File: src/rtl/bus_arb_ctrl_if.sv
// rtl/bus_arb_ctrl_if.sv - master/arbiter handshake bundle for the shared system bus arbiter
//
// Purpose: groups the request/grant/completion signals between the bus masters,
//          the selected slave and bus_arb_ctrl.
// Signals:
//   m_req_i        [2:0] per-master request (0=ex, 1=if, 2=jtag)
//   s_ack_i              selected slave completes the current transfer
//   grant_o        [1:0] granted master index, drives the bus mux select
//   grant_valid_o        grant_o owns the bus this cycle
//   m_ack_o        [2:0] one-cycle completion pulse to the granted master
//   m_err_o        [2:0] one-cycle timeout-abort pulse to the granted master
//   hold_flag_o          pipeline hold flag
//   busy_o               arbiter is in its BUSY state
// Modports: slave = arbiter side, master = requester/slave-model side.
interface bus_arb_ctrl_if;
  logic [2:0] m_req_i;
  logic       s_ack_i;
  logic [1:0] grant_o;
  logic       grant_valid_o;
  logic [2:0] m_ack_o;
  logic [2:0] m_err_o;
  logic       hold_flag_o;
  logic       busy_o;

  modport slave (
    input  m_req_i,
    input  s_ack_i,
    output grant_o,
    output grant_valid_o,
    output m_ack_o,
    output m_err_o,
    output hold_flag_o,
    output busy_o
  );

  modport master (
    output m_req_i,
    output s_ack_i,
    input  grant_o,
    input  grant_valid_o,
    input  m_ack_o,
    input  m_err_o,
    input  hold_flag_o,
    input  busy_o
  );
endinterface

File: src/rtl/bus_arb_ctrl.sv
// rtl/bus_arb_ctrl.sv - registered bus arbiter with grant lock, aging and completion timeout
//
// Purpose: picks one of three masters, locks grant_o from grant until slave
//          completion (or abort), promotes starved masters and aborts stalled
//          transfers.
// Ports:
//   clk   system clock, all state on the rising edge
//   rst   asynchronous active-low reset
//   bus   bus_arb_ctrl_if.slave: m_req_i, s_ack_i in; grant_o, grant_valid_o,
//         m_ack_o, m_err_o, hold_flag_o, busy_o out
module bus_arb_ctrl #(
  parameter int STARVE_LIMIT   = 16,
  parameter int TIMEOUT_CYCLES = 256,
  parameter int CNT_W          = 9
) (
  input  logic           clk,
  input  logic           rst,
  bus_arb_ctrl_if.slave  bus
);

  typedef enum logic {
    S_IDLE,
    S_BUSY
  } state_t;

  localparam logic [CNT_W-1:0] STARVE_C = CNT_W'(STARVE_LIMIT);
  localparam bit               TMO_EN   = (TIMEOUT_CYCLES != 0);
  localparam logic [CNT_W-1:0] TMO_LAST = CNT_W'(TIMEOUT_CYCLES - 1);

  state_t                  state_q, state_d;
  logic [1:0]              grant_q, grant_d;
  logic [CNT_W-1:0]        tmo_q, tmo_d;
  logic [2:0][CNT_W-1:0]   age_q, age_d;

  logic [2:0] req;
  logic [2:0] aged;
  logic [2:0] grant_oh;
  logic [2:0] others;
  logic [2:0] ack;
  logic [2:0] err;
  logic       new_grant;
  logic       end_tenure;
  logic       grant_valid;

  // Aged masters win first (lowest index), otherwise fixed 0 > 2 > 1.
  // Callers only use the result when elig is non-zero.
  function automatic logic [1:0] pick(input logic [2:0] elig, input logic [2:0] aged_v);
    logic [2:0] a;
    a = elig & aged_v;
    if (a[0])         pick = 2'd0;
    else if (a[1])    pick = 2'd1;
    else if (a[2])    pick = 2'd2;
    else if (elig[0]) pick = 2'd0;
    else if (elig[2]) pick = 2'd2;
    else              pick = 2'd1;
  endfunction

  assign req         = bus.m_req_i;
  assign grant_valid = (state_q == S_BUSY);
  assign grant_oh    = 3'b001 << grant_q;

  always_comb begin
    for (int n = 0; n < 3; n++) begin
      aged[n] = (age_q[n] == STARVE_C);
    end
  end

  always_comb begin
    state_d    = state_q;
    grant_d    = grant_q;
    tmo_d      = tmo_q;
    ack        = 3'b000;
    err        = 3'b000;
    new_grant  = 1'b0;
    end_tenure = 1'b0;
    others     = req & ~grant_oh;

    case (state_q)
      S_IDLE: begin
        if (|req) begin
          new_grant = 1'b1;
          grant_d   = pick(req, aged);
          state_d   = S_BUSY;
          tmo_d     = '0;
        end
      end
      S_BUSY: begin
        if (bus.s_ack_i) begin
          ack        = grant_oh;
          end_tenure = 1'b1;
        end else if (!req[grant_q]) begin
          // Master withdrew before completion: silent abort.
          state_d = S_IDLE;
        end else if (TMO_EN && (tmo_q == TMO_LAST)) begin
          err        = grant_oh;
          end_tenure = 1'b1;
        end else if (tmo_q != '1) begin
          tmo_d = tmo_q + CNT_W'(1);
        end

        // Re-arbitrate in the completing cycle so the bus never idles
        // between back-to-back tenures; the finishing master only
        // re-wins when nobody else is asking.
        if (end_tenure) begin
          if (|others) begin
            new_grant = 1'b1;
            grant_d   = pick(others, aged);
            tmo_d     = '0;
          end else if (req[grant_q]) begin
            new_grant = 1'b1;
            tmo_d     = '0;
          end else begin
            state_d = S_IDLE;
          end
        end
      end
      default: begin
        state_d = S_IDLE;
      end
    endcase
  end

  // Age counts denied cycles of a pending request; the current owner's
  // count is frozen, a fresh grant or a dropped request clears it.
  always_comb begin
    for (int n = 0; n < 3; n++) begin
      age_d[n] = age_q[n];
      if (!req[n]) begin
        age_d[n] = '0;
      end else if (new_grant && (grant_d == 2'(n))) begin
        age_d[n] = '0;
      end else if (grant_valid && (grant_q == 2'(n))) begin
        age_d[n] = age_q[n];
      end else if (age_q[n] != STARVE_C) begin
        age_d[n] = age_q[n] + CNT_W'(1);
      end
    end
  end

  always_ff @(posedge clk or negedge rst) begin
    if (!rst) begin
      state_q <= S_IDLE;
      grant_q <= 2'h1;
      tmo_q   <= '0;
      age_q   <= '0;
    end else begin
      state_q <= state_d;
      grant_q <= grant_d;
      tmo_q   <= tmo_d;
      age_q   <= age_d;
    end
  end

  assign bus.grant_o       = grant_q;
  assign bus.grant_valid_o = grant_valid;
  assign bus.busy_o        = grant_valid;
  assign bus.m_ack_o       = ack;
  assign bus.m_err_o       = err;
  // Gated by rst so requests seen during reset do not raise the hold.
  assign bus.hold_flag_o   = rst & (req[0] | req[2] | (grant_valid & (grant_q != 2'h1)));

endmodule

File: src/flat_wrapper.sv
// flat-port wrapper written by rule: the top's interface ports become plain ports
module bus_arb_ctrl_flat 
#(
  parameter int STARVE_LIMIT   = 16,
  parameter int TIMEOUT_CYCLES = 256,
  parameter int CNT_W          = 9
)
  (clk, rst, bus_m_req_i, bus_s_ack_i, bus_grant_o, bus_grant_valid_o, bus_m_ack_o, bus_m_err_o, bus_hold_flag_o, bus_busy_o);
  bus_arb_ctrl_if bus_i ();
  input  logic clk;
  input  logic rst;
  input wire logic [$bits(bus_i.m_req_i)-1:0] bus_m_req_i;
  input wire logic [$bits(bus_i.s_ack_i)-1:0] bus_s_ack_i;
  output wire logic [$bits(bus_i.grant_o)-1:0] bus_grant_o;
  output wire logic [$bits(bus_i.grant_valid_o)-1:0] bus_grant_valid_o;
  output wire logic [$bits(bus_i.m_ack_o)-1:0] bus_m_ack_o;
  output wire logic [$bits(bus_i.m_err_o)-1:0] bus_m_err_o;
  output wire logic [$bits(bus_i.hold_flag_o)-1:0] bus_hold_flag_o;
  output wire logic [$bits(bus_i.busy_o)-1:0] bus_busy_o;
  assign bus_i.m_req_i = bus_m_req_i;
  assign bus_i.s_ack_i = bus_s_ack_i;
  assign bus_grant_o = bus_i.grant_o;
  assign bus_grant_valid_o = bus_i.grant_valid_o;
  assign bus_m_ack_o = bus_i.m_ack_o;
  assign bus_m_err_o = bus_i.m_err_o;
  assign bus_hold_flag_o = bus_i.hold_flag_o;
  assign bus_busy_o = bus_i.busy_o;
  bus_arb_ctrl #(.STARVE_LIMIT(STARVE_LIMIT), .TIMEOUT_CYCLES(TIMEOUT_CYCLES), .CNT_W(CNT_W)) u_core (.clk(clk), .rst(rst), .bus(bus_i));
endmodule
File: config.mk
export PLATFORM = sky130hd
export DESIGN_NAME = bus_arb_ctrl_flat
export DESIGN_NICKNAME = d
export VERILOG_FILES = /design/src/rtl/bus_arb_ctrl_if.sv /design/src/rtl/bus_arb_ctrl.sv /design/src/flat_wrapper.sv
export SDC_FILE = /design/constraint.sdc
export NUM_CORES = 1
export LEC_CHECK = 0
export ABC_AREA = 1
export BUFFER_PORTS_ARGS = -buffer_cell sky130_fd_sc_hd__buf_4
export CORE_UTILIZATION = 45
export DETAILED_ROUTE_END_ITERATION = 6
export PLACE_DENSITY = 0.65
export SLEW_MARGIN = 20
export SYNTH_ARGS = -nofsm -noshare
export SYNTH_HDL_FRONTEND = slang
export SYNTH_SLANG_ARGS = --single-unit
export TNS_END_PERCENT = 100
File: constraint.sdc
create_clock -name clk -period 1.81 [get_ports clk]
set_input_delay 0 -clock clk [delete_from_list [all_inputs] [get_ports clk]]
set_output_delay 0 -clock clk [all_outputs]
set_load 0.02 [all_outputs]
==> summary.txt, run 1 <==
Placed design
  • Detail Placement HPWL: 4810 µm
  • I/O Buffers: 16
  • DP Worst Slack: -0.128 ns
  • RePlAce Congestion: 0.823
  • Inst Count DP: 508
  • Post-place instance area: 0.00318 mm²

Clock tree
  • CTS tree: built
  • Clock transition at path regs: 0.08 ns
  • CTS Root Cell: clkbuf_8
  • Worst skew pair latency: 0.30 ns
  • Clock Path Buffers: 2
  • CTS H-tree lvls: 2
  • CTS sink cnt: 39
  • CTS Buf Count: 5

Setup path
  • Worst Path Required: 1.99 ns
  • Crit-path max FO: 6
  • Critical Path AT: 2.09 ns
  • Startpoint Class: flop
  • CP Capture Type: flop
  • Setup CP Type: flop to flop

Synth
  • Top cell type's share of synthesized area: 34.9%
  • Register area share after synthesis: 35.9%
  • Leading area contributor after synthesis: dfrtp_1
  • Synth Cell Area: 0.00272 mm²
  • Cell count after synthesis: 388
  • Synth cell types: 36
  • Top area cells in the synthesized netlist: dfrtp_1 (35%), nand2_1 (9.9%), inv_1 (9.2%)
  • Ys Warns: 0
  • Synth Register Bits: 39
  • Syn_nets: 401
  • Mean Syn Cell Area: 7.01 µm²

GRT
  • First-pass GRT wire length: 10,900 µm
  • Vias in the first global route: 2,463
  • Total grt overflow: 0
  • Largest net degree at the start of global routing: 22
  • Total GRT Usage: 22.3%
  • Initial antenna violation count: 0

Timing
  • RSZ-0062 raised after global routing: yes
  • Max Fclk: 524 MHz
  • Hold Slack: 0.0337 ns
  • Worst Tran Pin Value: 0.367 ns
  • Period utilisation layout: 105%
  • Final min period: 1.91 ns
  • Final setup vio count: 31
  • Worst clock skew: 0.00638 ns
  • Final hold vios: 0
  • Setup ws final: -0.0973 ns
  • Slew headroom: 75.3%
  • Count of pins over their slew limit: 0

Cells and area
  • Design area: 0.00357 mm²
  • Share of layout cells above drive strength 1: 27.9%
  • Fin util: 63.0%
  • Synthesis-to-layout area growth: 31.3%
  • Filler cells: 512
  • FF+latch area: 977 µm²
  • Diodes inserted: 0
  • Area of the multi-input gates: 0.00162 mm²
  • Finished Layout Cells: 530
  • Nets: 470

Floorplanning
  • Num rows: 27
  • Initial Util: 47.9%
  • Total core area: 0.00568 mm²
  • Die footprint: 0.00636 mm²
  • Die Wd: 79.8 µm
  • IO Count: 17
  • Die Span Y: 79.8 µm

Routing
  • Via Count: 2,651
  • Pre-antenna DRT Iters: 4
  • Via-per-instance ratio: 5.00
  • WL/cell: 12.6 µm
  • Routed Antenna Nets: 0
  • Drt initial violations: 175
  • Final WL: 6690 µm
  • DRC Markers: 0

Pwr
  • PwrDens: 1110 mW/mm²
  • Max VDD drop: 0.584 mV
  • Static Leak: 0.00168 µW

Outcome
  • Status: complete, but fails checks
  • Failing checks: negative setup slack

Run
  • Max-cap viol count: 0

Hold path
  • Hold crit path type: primary input to flop
-- where the power goes --
group,switching [µW],internal [µW],total (µW)
clock,326,411,737
sequential,97.4,989,1090
combinational,1240,896,2140
-- Yosys cell counts --
cell type / count
nor3_2: 2
a21oi_4: 1
xor2_1: 10
a21boi_0: 1
a41oi_1: 4
o31ai_1: 2
ha_1: 7
o21a_1: 2
nand2_1: 72
o21ai_0: 20
nand3_4: 1
mux2i_1: 1
nand3_1: 28
a21oi_1: 23
nor3b_1: 2
nor2_4: 2
dfrtp_1: 38
o21ai_1: 1
dfstp_2: 1
o211ai_1: 1
a21boi_4: 1
nand2_2: 4
clkbuf_8: 1
clkbuf_1: 1
nand4_1: 6
buf_4: 1
nor2_2: 8
nor2_1: 65
nor4_1: 1
buf_2: 3
o22ai_1: 1
inv_1: 67
nor2_8: 1
nor3_1: 6
nand3_2: 2
nand3b_1: 1
-- timing repair --
item,4_1_cts,5_1_grt
cloned,2,0
endpoints found under the hold margin,40,0
hold buffers,2,0
buffers inserted,4,6
gates resized for setup,11,40
endpoints found under the setup margin,34,39
pin swaps,3,5
-- kinds of logic after synthesis --
logic type / after synthesis / synth area share, %
xor gates and xnor gates: 10 / 3.22
buffers and inverters: 73 / 10.7
AOI/OAI and AO/OA: 57 / 12.6
and+or+nand+nor: 201 / 34.0
adders and majority gates: 7 / 3.22
DFF: 39 / 35.9
muxes: 1 / 0.368
-- worst max-delay path: stages, from the launching register on --
cell     delay (ns)
dfstp_2        0.62
inv_2          0.07
nand3_1        0.09
nand3_2        0.11
nand2_2        0.11
nand2_4        0.07
nand2_2        0.09
nand2_1        0.10
nand3_4        0.11
nand3_4        0.17
nor2_4         0.19
nor2_1         0.06
-- state kept, by name, indices dropped and copies added, names as in the netlist --
name and count:
u_core.tmo_q 9, u_core.age_q 27, u_core.bus.grant_o 2, u_core.bus.busy_o 1
-- area by class of cell --
type | count | share of cell area, %
clock buffers | 5 | 1.93
clock inverters | 3 | 1.23
inverters | 67 | 7.11
multi-input cells | 278 | 45.2
flip-flops and latches | 39 | 27.3
well taps | 72 | 2.52
repair buffers | 66 | 14.7
-- metrics by stage --
stage | total power (µW) | setup TNS (ns)
finish | 3960 | -2.09
global route | 4230 | -5.33
CTS | 3800 | -1.58
detailed placement | 2860 | -2.88
global placement | 2820 | -1.59
floorplan | 2150 | 0
-- cell usage in the layout, fill, tap and decap left out, types with 2 or more instances in the layout --
cell           count
nand2_2            9
dfrtp_1           38
xor2_1            10
nand3_1           26
nand2_1           63
nor2_4             7
nor2_2            14
nand4_1            6
buf_4             60
inv_2              3
nor2_1            56
nand2_4            4
buf_6              3
clkbuf_8           5
nand3_2            3
o21ai_0           15
nand3_4            2
dlygate4sd3_1      2
nor3_1             6
a41oi_1            4
o21ai_1            5
a21oi_4            2
ha_1               6
a21oi_1           21
inv_1             63
o21a_1             2
o31ai_2            2
-- metal layers --
| layer | vias up | share of wire [%] | global-route usage [%] |
|---|---|---|---|
| met5 | - | 0 | 0 |
| met4 | 0 | 1.9 | 5.71 |
| met3 | 13 | 3.1 | 3.77 |
| met2 | 51 | 47 | 38.4 |
| met1 | 1213 | 48 | 29.0 |
| li1 | 1374 | - | - |
-- final timing paths --
path                                            startpoint                              end  slack (ns)  depth (start not counted)
hold / removal                              bus_m_req_i[0]      u_core.age_q[0]$_DFFE_PN0P_        0.03                          3
setup / recovery           u_core.bus.grant_o[0]$_DFF_PN1_      u_core.age_q[6]$_DFFE_PN0P_        -0.1                         11
max in group asynchronous                              rst  u_core.bus.grant_o[0]$_DFF_PN1_        1.08                          3
min in group asynchronous                              rst     u_core.age_q[12]$_DFFE_PN0P_        0.12                          2
hold reg to reg               u_core.age_q[16]$_DFFE_PN0P_     u_core.age_q[16]$_DFFE_PN0P_        0.54                          3
setup reg to reg           u_core.bus.grant_o[0]$_DFF_PN1_      u_core.age_q[6]$_DFFE_PN0P_        -0.1                         11
(Power assumes the default switching activity.)
==> run 2, diff against run 1 <==
--- a/config.mk
+++ b/config.mk
@@ -10,6 +10,7 @@
 export CORE_UTILIZATION = 45
 export DETAILED_ROUTE_END_ITERATION = 6
 export PLACE_DENSITY = 0.65
+export REMOVE_ABC_BUFFERS = 1
 export SLEW_MARGIN = 20
 export SYNTH_ARGS = -nofsm -noshare
 export SYNTH_HDL_FRONTEND = slang
==> run 2 against run 1 <==
Compared with the run above:
- power increased by 2.7%
- critical path depth unchanged
- clock skew about the same
- wire length increased by 0.43%
- the run still ends with negative setup slack left
==> summary.txt, run 2 (synthesized netlist as in run 1, its figures left out) <==
GRT
  • Routing usage on met2: 39.3% (+0.94 points)
  • Met3 global-route usage: 4.34% (+0.57 points)
  • Gr busiest metal: met2
  • Total grt overflow: 0 (unchanged)
  • First-pass GRT wire length: 11,400 µm (+4.7%)
  • Initial antenna violation count: 0 (unchanged)
  • Total GRT Usage: 23.2% (+0.91 points)
  • Vias in the first global route: 2,617 (+6.3%)
  • Met1 usage: 29.7% (+0.74 points)
  • Largest net degree at the start of global routing: 22 (unchanged)

Pwr
  • Combinational share of power: 52.1% (-1.9 points)
  • Max VDD drop: 0.525 mV (-10%)
  • PwrDens: 1140 mW/mm² (+3.0%)
  • Share of power burned in registers: 26.6% (-0.8 points)
  • Clock share of power: 21.3% (+2.7 points)
  • Switching power: 1650 µW (-0.79%)
  • Static Leak: 0.00168 µW (about the same)
  • Net Sw Frac: 40.6% (-1.4 points)
  • Internal power: 2420 µW (+5.2%)

Run
  • Max-cap viol count: 0 (unchanged)

Routing
  • Drt initial violations: 127 (-27%)
  • DRC Markers: 0 (unchanged)
  • Via-per-instance ratio: 5.00 (about the same)
  • Final WL: 6720 µm (+0.43%)
  • Pre-antenna DRT Iters: 5 (+1)
  • Routed Antenna Nets: 0 (unchanged)
  • WL/cell: 12.6 µm (-0.13%)
  • Via Count: 2,667 (+0.60%)

Floorplanning
  • Die Span Y: 79.8 µm (unchanged)
  • Num rows: 27 (unchanged)
  • IO Count: 17 (unchanged)
  • Total core area: 0.00568 mm² (unchanged)
  • Die footprint: 0.00636 mm² (unchanged)
  • Die Wd: 79.8 µm (unchanged)
  • Initial Util: 47.9% (unchanged)

Setup path
  • Worst-path cell chain: inv_2 > nand3_1 > nand3_2 > nand2_2 > nand2_4 > nand2_2 > nand2_2 > nand3_4 > nand3_4 > nor2_4 > nor2_1
  • Setup CP Type: flop to flop
  • CP max stage delay: 0.61 ns (about the same)
  • CP dominant cell by count: nand2_2
  • Worst Path Required: 1.99 ns (about the same)
  • Crit-path max FO: 6 (unchanged)
  • Startpoint Class: flop
  • CP max stage cell: dfstp_2
  • CP Capture Type: flop
  • Critical Path AT: 2.14 ns (+0.05 ns)

Timing
  • Count of pins over their slew limit: 0 (unchanged)
  • Period utilisation layout: 108% (+2.8 points)
  • Final hold vios: 0 (unchanged)
  • Setup ws final: -0.147 ns (-0.0499 ns)
  • RSZ-0062 raised after global routing: yes
  • Final setup vio count: 30 (-3.2%)
  • Final min period: 1.96 ns (+0.0499 ns)
  • Hold Slack: 0.0403 ns (+0.00669 ns)
  • Max Fclk: 511 MHz (-2.6%)
  • Worst Tran Pin Value: 0.374 ns (+0.00642 ns)
  • Worst clock skew: 0.00610 ns (-0.000281 ns)
  • Slew headroom: 74.9% (-0.43 points)

Cells and area
  • Synthesis-to-layout area growth: 30.9%
  • Diodes inserted: 0 (unchanged)
  • Max reg flops: 27 (unchanged)
  • Share of layout cells above drive strength 1: 26.9% (-1.0 points)
  • Most flops, register: u_core.age_q
  • Most frequent cells in the layout: nand2_1 (65), buf_4 (64), inv_1 (63)
  • Nets: 473 (+0.64%)
  • Most common cell after layout, fill and taps aside: nand2_1
  • Fin util: 62.8% (-0.18 points)

Hold path
  • Hold crit path type: primary input to flop

Clock tree
  • Worst skew pair latency: 0.30 ns (about the same)
  • CTS tree: built
  • Clock transition at path regs: 0.08 ns (about the same)
  • Clock Path Buffers: 2 (unchanged)
  • CTS Buf Count: 5 (unchanged)
  • CTS H-tree lvls: 2 (unchanged)
  • CTS sink cnt: 39 (unchanged)
  • CTS Root Cell: clkbuf_8

Outcome
  • Failing checks: negative setup slack
  • Status: complete, but fails checks

Placed design
  • I/O Buffers: 16 (unchanged)
  • RePlAce Congestion: 0.841 (+2.2%)
  • DP Worst Slack: -0.137 ns (-0.00826 ns)
  • Detail Placement HPWL: 4620 µm (-3.9%)
run 2: power groups by stage:
stage,sequential [µW],combinational [µW],clock [µW]
after global routing,1100,2340,924
after detailed placement,1090,1770,0
final,1080,2120,868
after CTS,1080,1960,884
after global placement,1090,1750,0
after floorplan,1170,935,0
run 2: worst max-delay path: cells and delay by family, from the launching register on:
| kind | cells | cell delay, ns |
|---|---|---|
| and+or+nand+nor | 10 | 1.18 |
| DFF | 1 | 0.61 |
| buffers and inverters | 1 | 0.06 |
run 2: stage by stage:
step	total power, µW	setup TNS [ns]	instances	cell area, µm²
after floorplan	2110	-0.0686	382	2680
after global placement	2840	-1.13	510	3190
after detailed placement	2860	-3.46	510	3190
after CTS	3920	-1.19	528	3450
after global routing	4370	-7.24	533	3560
final	4070	-3.10	533	3560
run 2: routing by layer:
metal  up-vias  wire length, µm
met3        12              265
met1      1214             3170
met4         0              106
met2        48             3180
li1       1393                -
met5         -                0
run 2: layout make-up:
| class | instances | area [µm²] |
|---|---|---|
| well taps | 72 | 90.1 |
| fillers | 506 | 2110 |
| clock inverters | 2 | 60.1 |
| multi-input cells | 279 | 1590 |
| flip-flops and latches | 39 | 977 |
| repair buffers | 68 | 522 |
| inverters | 67 | 254 |
| clock buffers | 6 | 72.6 |
run 2: final timing paths:
kind	end	depth (start not counted)	start	slack, ns
worst max-delay path	u_core.age_q[7]$_DFFE_PN0P_	11	u_core.bus.grant_o[0]$_DFF_PN1_	-0.15
worst min-delay path	u_core.age_q[9]$_DFFE_PN0P_	3	bus_m_req_i[1]	0.04
worst max register to register	u_core.age_q[7]$_DFFE_PN0P_	11	u_core.bus.grant_o[0]$_DFF_PN1_	-0.15
worst min register to register	u_core.tmo_q[8]$_DFFE_PN0P_	2	u_core.tmo_q[8]$_DFFE_PN0P_	0.52
max in group asynchronous	u_core.bus.grant_o[0]$_DFF_PN1_	3	rst	1.09
min in group asynchronous	u_core.age_q[11]$_DFFE_PN0P_	2	rst	0.11
run 2: what timing repair did:
item,4_1_cts,5_1_grt
pin swaps,8,12
endpoints found under the hold margin,39,1
endpoints found under the setup margin,31,38
gates resized for setup,15,22
hold buffers,2,1
buffers inserted,6,4
cloned,2,1
==> run 3, diff against run 2 <==
--- a/config.mk
+++ b/config.mk
@@ -9,7 +9,7 @@
 export BUFFER_PORTS_ARGS = -buffer_cell sky130_fd_sc_hd__buf_4
 export CORE_UTILIZATION = 45
 export DETAILED_ROUTE_END_ITERATION = 6
-export PLACE_DENSITY = 0.65
+export PLACE_DENSITY = 0.63
 export REMOVE_ABC_BUFFERS = 1
 export SLEW_MARGIN = 20
 export SYNTH_ARGS = -nofsm -noshare
==> constraint.sdc (replaced) <==
create_clock -name clk -period 1.9 [get_ports clk]
set_input_delay 0 -clock clk [delete_from_list [all_inputs] [get_ports clk]]
set_output_delay 0 -clock clk [all_outputs]
set_load 0.02 [all_outputs]
==> run 3 against run 2 <==
Compared with the run above:
- the flow still finishes with violations (negative setup slack)
- critical path depth is 1 higher
- combinational power is 14% lower
- first-iteration DRC count is 27% higher
- global-route usage is 2.2 points lower
- critical endpoint unchanged
- sequential share of layout area is 1.3 points higher
- maximum frequency is 1.5% higher
- clock power is 16% lower
- flip-flop and latch count stayed put
- final area is 4.5% lower
==> summary.txt, run 3 (synthesized netlist as in run 1, its figures left out) <==
Timing
  • Setup_tns: -0.430 ns (+2.67 ns)
  • Count of pins over their slew limit: 0 (unchanged)
  • Worst clock skew: 0.00618 ns (+0.0000867 ns)
  • Period utilisation layout: 102% (-6.6 points)
  • Final hold vios: 0 (unchanged)
  • Setup ws final: -0.0288 ns (+0.118 ns)
  • Max Fclk: 518 MHz (+1.5%)
  • Hold Slack: 0.0342 ns (-0.00612 ns)
  • Final min period: 1.93 ns (-0.0284 ns)
  • Final setup vio count: 22 (-27%)
  • Worst Tran Pin Value: 0.391 ns (+0.0177 ns)
  • RSZ-0062 raised after global routing: yes
  • Slew headroom: 73.7% (-1.2 points)

Placed design
  • Detail Placement HPWL: 4500 µm (-2.7%)
  • Post-place instance area: 0.00306 mm² (-4.2%)
  • RePlAce Congestion: 0.882 (+4.9%)
  • I/O Buffers: 16 (unchanged)

Cells and area
  • Fin util: 60.0% (-2.8 points)
  • Most common cell after layout, fill and taps aside: nand2_1
  • Design area: 0.00340 mm² (-4.5%)
  • Diodes inserted: 0 (unchanged)
  • Filler cells: 525 (+3.8%)
  • Most frequent cells in the layout: nand2_1 (66), inv_1 (64), nor2_1 (58)
  • Share of layout cells above drive strength 1: 23.4% (-3.5 points)
  • Most flops, register: u_core.age_q
  • Max reg flops: 27 (unchanged)
  • Nets: 452 (-4.4%)
  • Synthesis-to-layout area growth: 25.1%

Outcome
  • Status: complete, but fails checks
  • Failing checks: negative setup slack

Setup path
  • Worst Path Required: 2.08 ns (+0.09 ns)
  • Reg2Reg Depth: 12 (+1)
  • Crit-path max FO: 5 (-1)
  • Setup CP Type: flop to flop
  • CP Capture Type: flop
  • Critical Path AT: 2.11 ns (-0.03 ns)
  • Startpoint Class: flop

Routing
  • WL/cell: 12.4 µm (-1.9%)
  • Drt initial violations: 161 (+27%)
  • Pre-antenna DRT Iters: 4 (-1)
  • Final WL: 6330 µm (-5.8%)
  • Via Count: 2,559 (-4.0%)
  • Routed Antenna Nets: 0 (unchanged)
  • DRC Markers: 0 (unchanged)
  • Via-per-instance ratio: 5.00 (-0.11%)

Floorplanning
  • Total core area: 0.00568 mm² (unchanged)
  • Num rows: 27 (unchanged)
  • Die Wd: 79.8 µm (unchanged)
  • Die Span Y: 79.8 µm (unchanged)
  • IO Count: 17 (unchanged)
  • Initial Util: 47.9% (unchanged)
  • Die footprint: 0.00636 mm² (unchanged)

Pwr
  • Share of power burned in registers: 28.9% (+2.3 points)
  • Net Sw Frac: 42.4% (+1.8 points)
  • Internal power: 2070 µW (-14%)
  • Switching power: 1530 µW (-7.4%)
  • Static Leak: 0.00158 µW (-6.3%)
  • PwrDens: 1060 mW/mm² (-7.2%)
  • Combinational share of power: 50.8% (-1.3 points)
  • Clock share of power: 20.3% (-1.0 points)
  • Max VDD drop: 0.505 mV (-3.9%)

GRT
  • Total grt overflow: 0 (unchanged)
  • Initial antenna violation count: 0 (unchanged)
  • Vias in the first global route: 2,269 (-13%)
  • Largest net degree at the start of global routing: 22 (unchanged)
  • First-pass GRT wire length: 10,300 µm (-9.6%)
  • Total GRT Usage: 21.0% (-2.2 points)

Clock tree
  • CTS sink cnt: 39 (unchanged)
  • Clock transition at path regs: 0.08 ns (about the same)
  • CTS H-tree lvls: 2 (unchanged)
  • Clock Path Buffers: 2 (unchanged)
  • CTS Buf Count: 5 (unchanged)
  • CTS tree: built
  • CTS Root Cell: clkbuf_8
  • Worst skew pair latency: 0.29 ns (about the same)

Run
  • Max-cap viol count: 0 (unchanged)

Hold path
  • WHS Path Cells: 3 (unchanged)
  • Hold crit path type: primary input to flop
==> run 3: cell count changes in the layout (fill, tap and decap cells not counted), sizes merged <==
cell	delta
clkinv	+1
buf	-20
dlygate4sd3	-1
bufinv	-1
==> run 3: layer usage <==
metal	global-route usage [%]	wire (µm)	vias to the layer above
met3	3.43	218	4
li1	-	-	1341
met5	0	0	-
met4	5.89	39	0
met2	33.9	2980	55
met1	29.0	3090	1159
==> run 3: power groups by stage <==
stage | logic [µW] | clock network [µW] | registers (µW)
6_report | 1830 | 732 | 1040
5_1_grt | 2000 | 797 | 1060
4_1_cts | 1660 | 752 | 1040
3_5_place_dp | 1530 | 0 | 1050
3_3_place_gp | 1510 | 0 | 1050
2_1_floorplan | 891 | 0 | 1120
==> run 3: worst paths after layout <==
| path | from | endpoint | slack [ns] |
|---|---|---|---|
| setup reg to reg | u_core.tmo_q[0]$_DFFE_PN0P_ | u_core.age_q[7]$_DFFE_PN0P_ | -0.03 |
| setup / recovery | u_core.tmo_q[0]$_DFFE_PN0P_ | u_core.age_q[7]$_DFFE_PN0P_ | -0.03 |
| hold / removal | bus_m_req_i[0] | u_core.age_q[0]$_DFFE_PN0P_ | 0.03 |
| min in group asynchronous | rst | u_core.age_q[11]$_DFFE_PN0P_ | 0.10 |
| max in group asynchronous | rst | u_core.bus.grant_o[0]$_DFF_PN1_ | 1.18 |
| hold reg to reg | u_core.tmo_q[8]$_DFFE_PN0P_ | u_core.tmo_q[8]$_DFFE_PN0P_ | 0.54 |
==> run 3: metrics by stage <==
step           setup slack [ns]  std cells  total power, µW
2_1_floorplan            0.0678        382             2010
3_3_place_gp            0.00477        492             2560
3_5_place_dp            -0.0313        492             2580
4_1_cts                 -0.0149        507             3440
5_1_grt                  -0.142        512             3850
6_report                -0.0288        512             3600
==> run 3: worst max-delay path, stage by stage (launching register included) <==
cell     delay, ns
dfrtp_1       0.35
ha_2          0.19
nand2_2       0.08
nor2_4        0.13
nand2_2       0.08
nor2_4        0.11
nand2_2       0.08
nand2_4       0.08
nand2_4       0.07
a21oi_4       0.20
nand3_4       0.19
nor2_4        0.20
nor2_1        0.06
==> run 3: final cells by class <==
type / count / area (µm²) / share of cell area [%]
clock buffers: 6 / 82.6 / 2.43
clock inverters: 2 / 35.0 / 1.03
inverters: 67 / 251 / 7.39
multi-input cells: 279 / 1590 / 46.8
flip-flops and latches: 39 / 978 / 28.8
well taps: 72 / 90.1 / 2.65
repair buffers: 47 / 374 / 11.0
==> run 3: timing repair <==
action                                 4_1_cts  5_1_grt
hold buffers                                 2        0
setup endpoints to repair                   15       35
gates cloned                                 2        1
endpoints found under the hold margin       39        0
buffers inserted                             3        4
pin swaps                                    5       10
gates resized for setup                     12       25
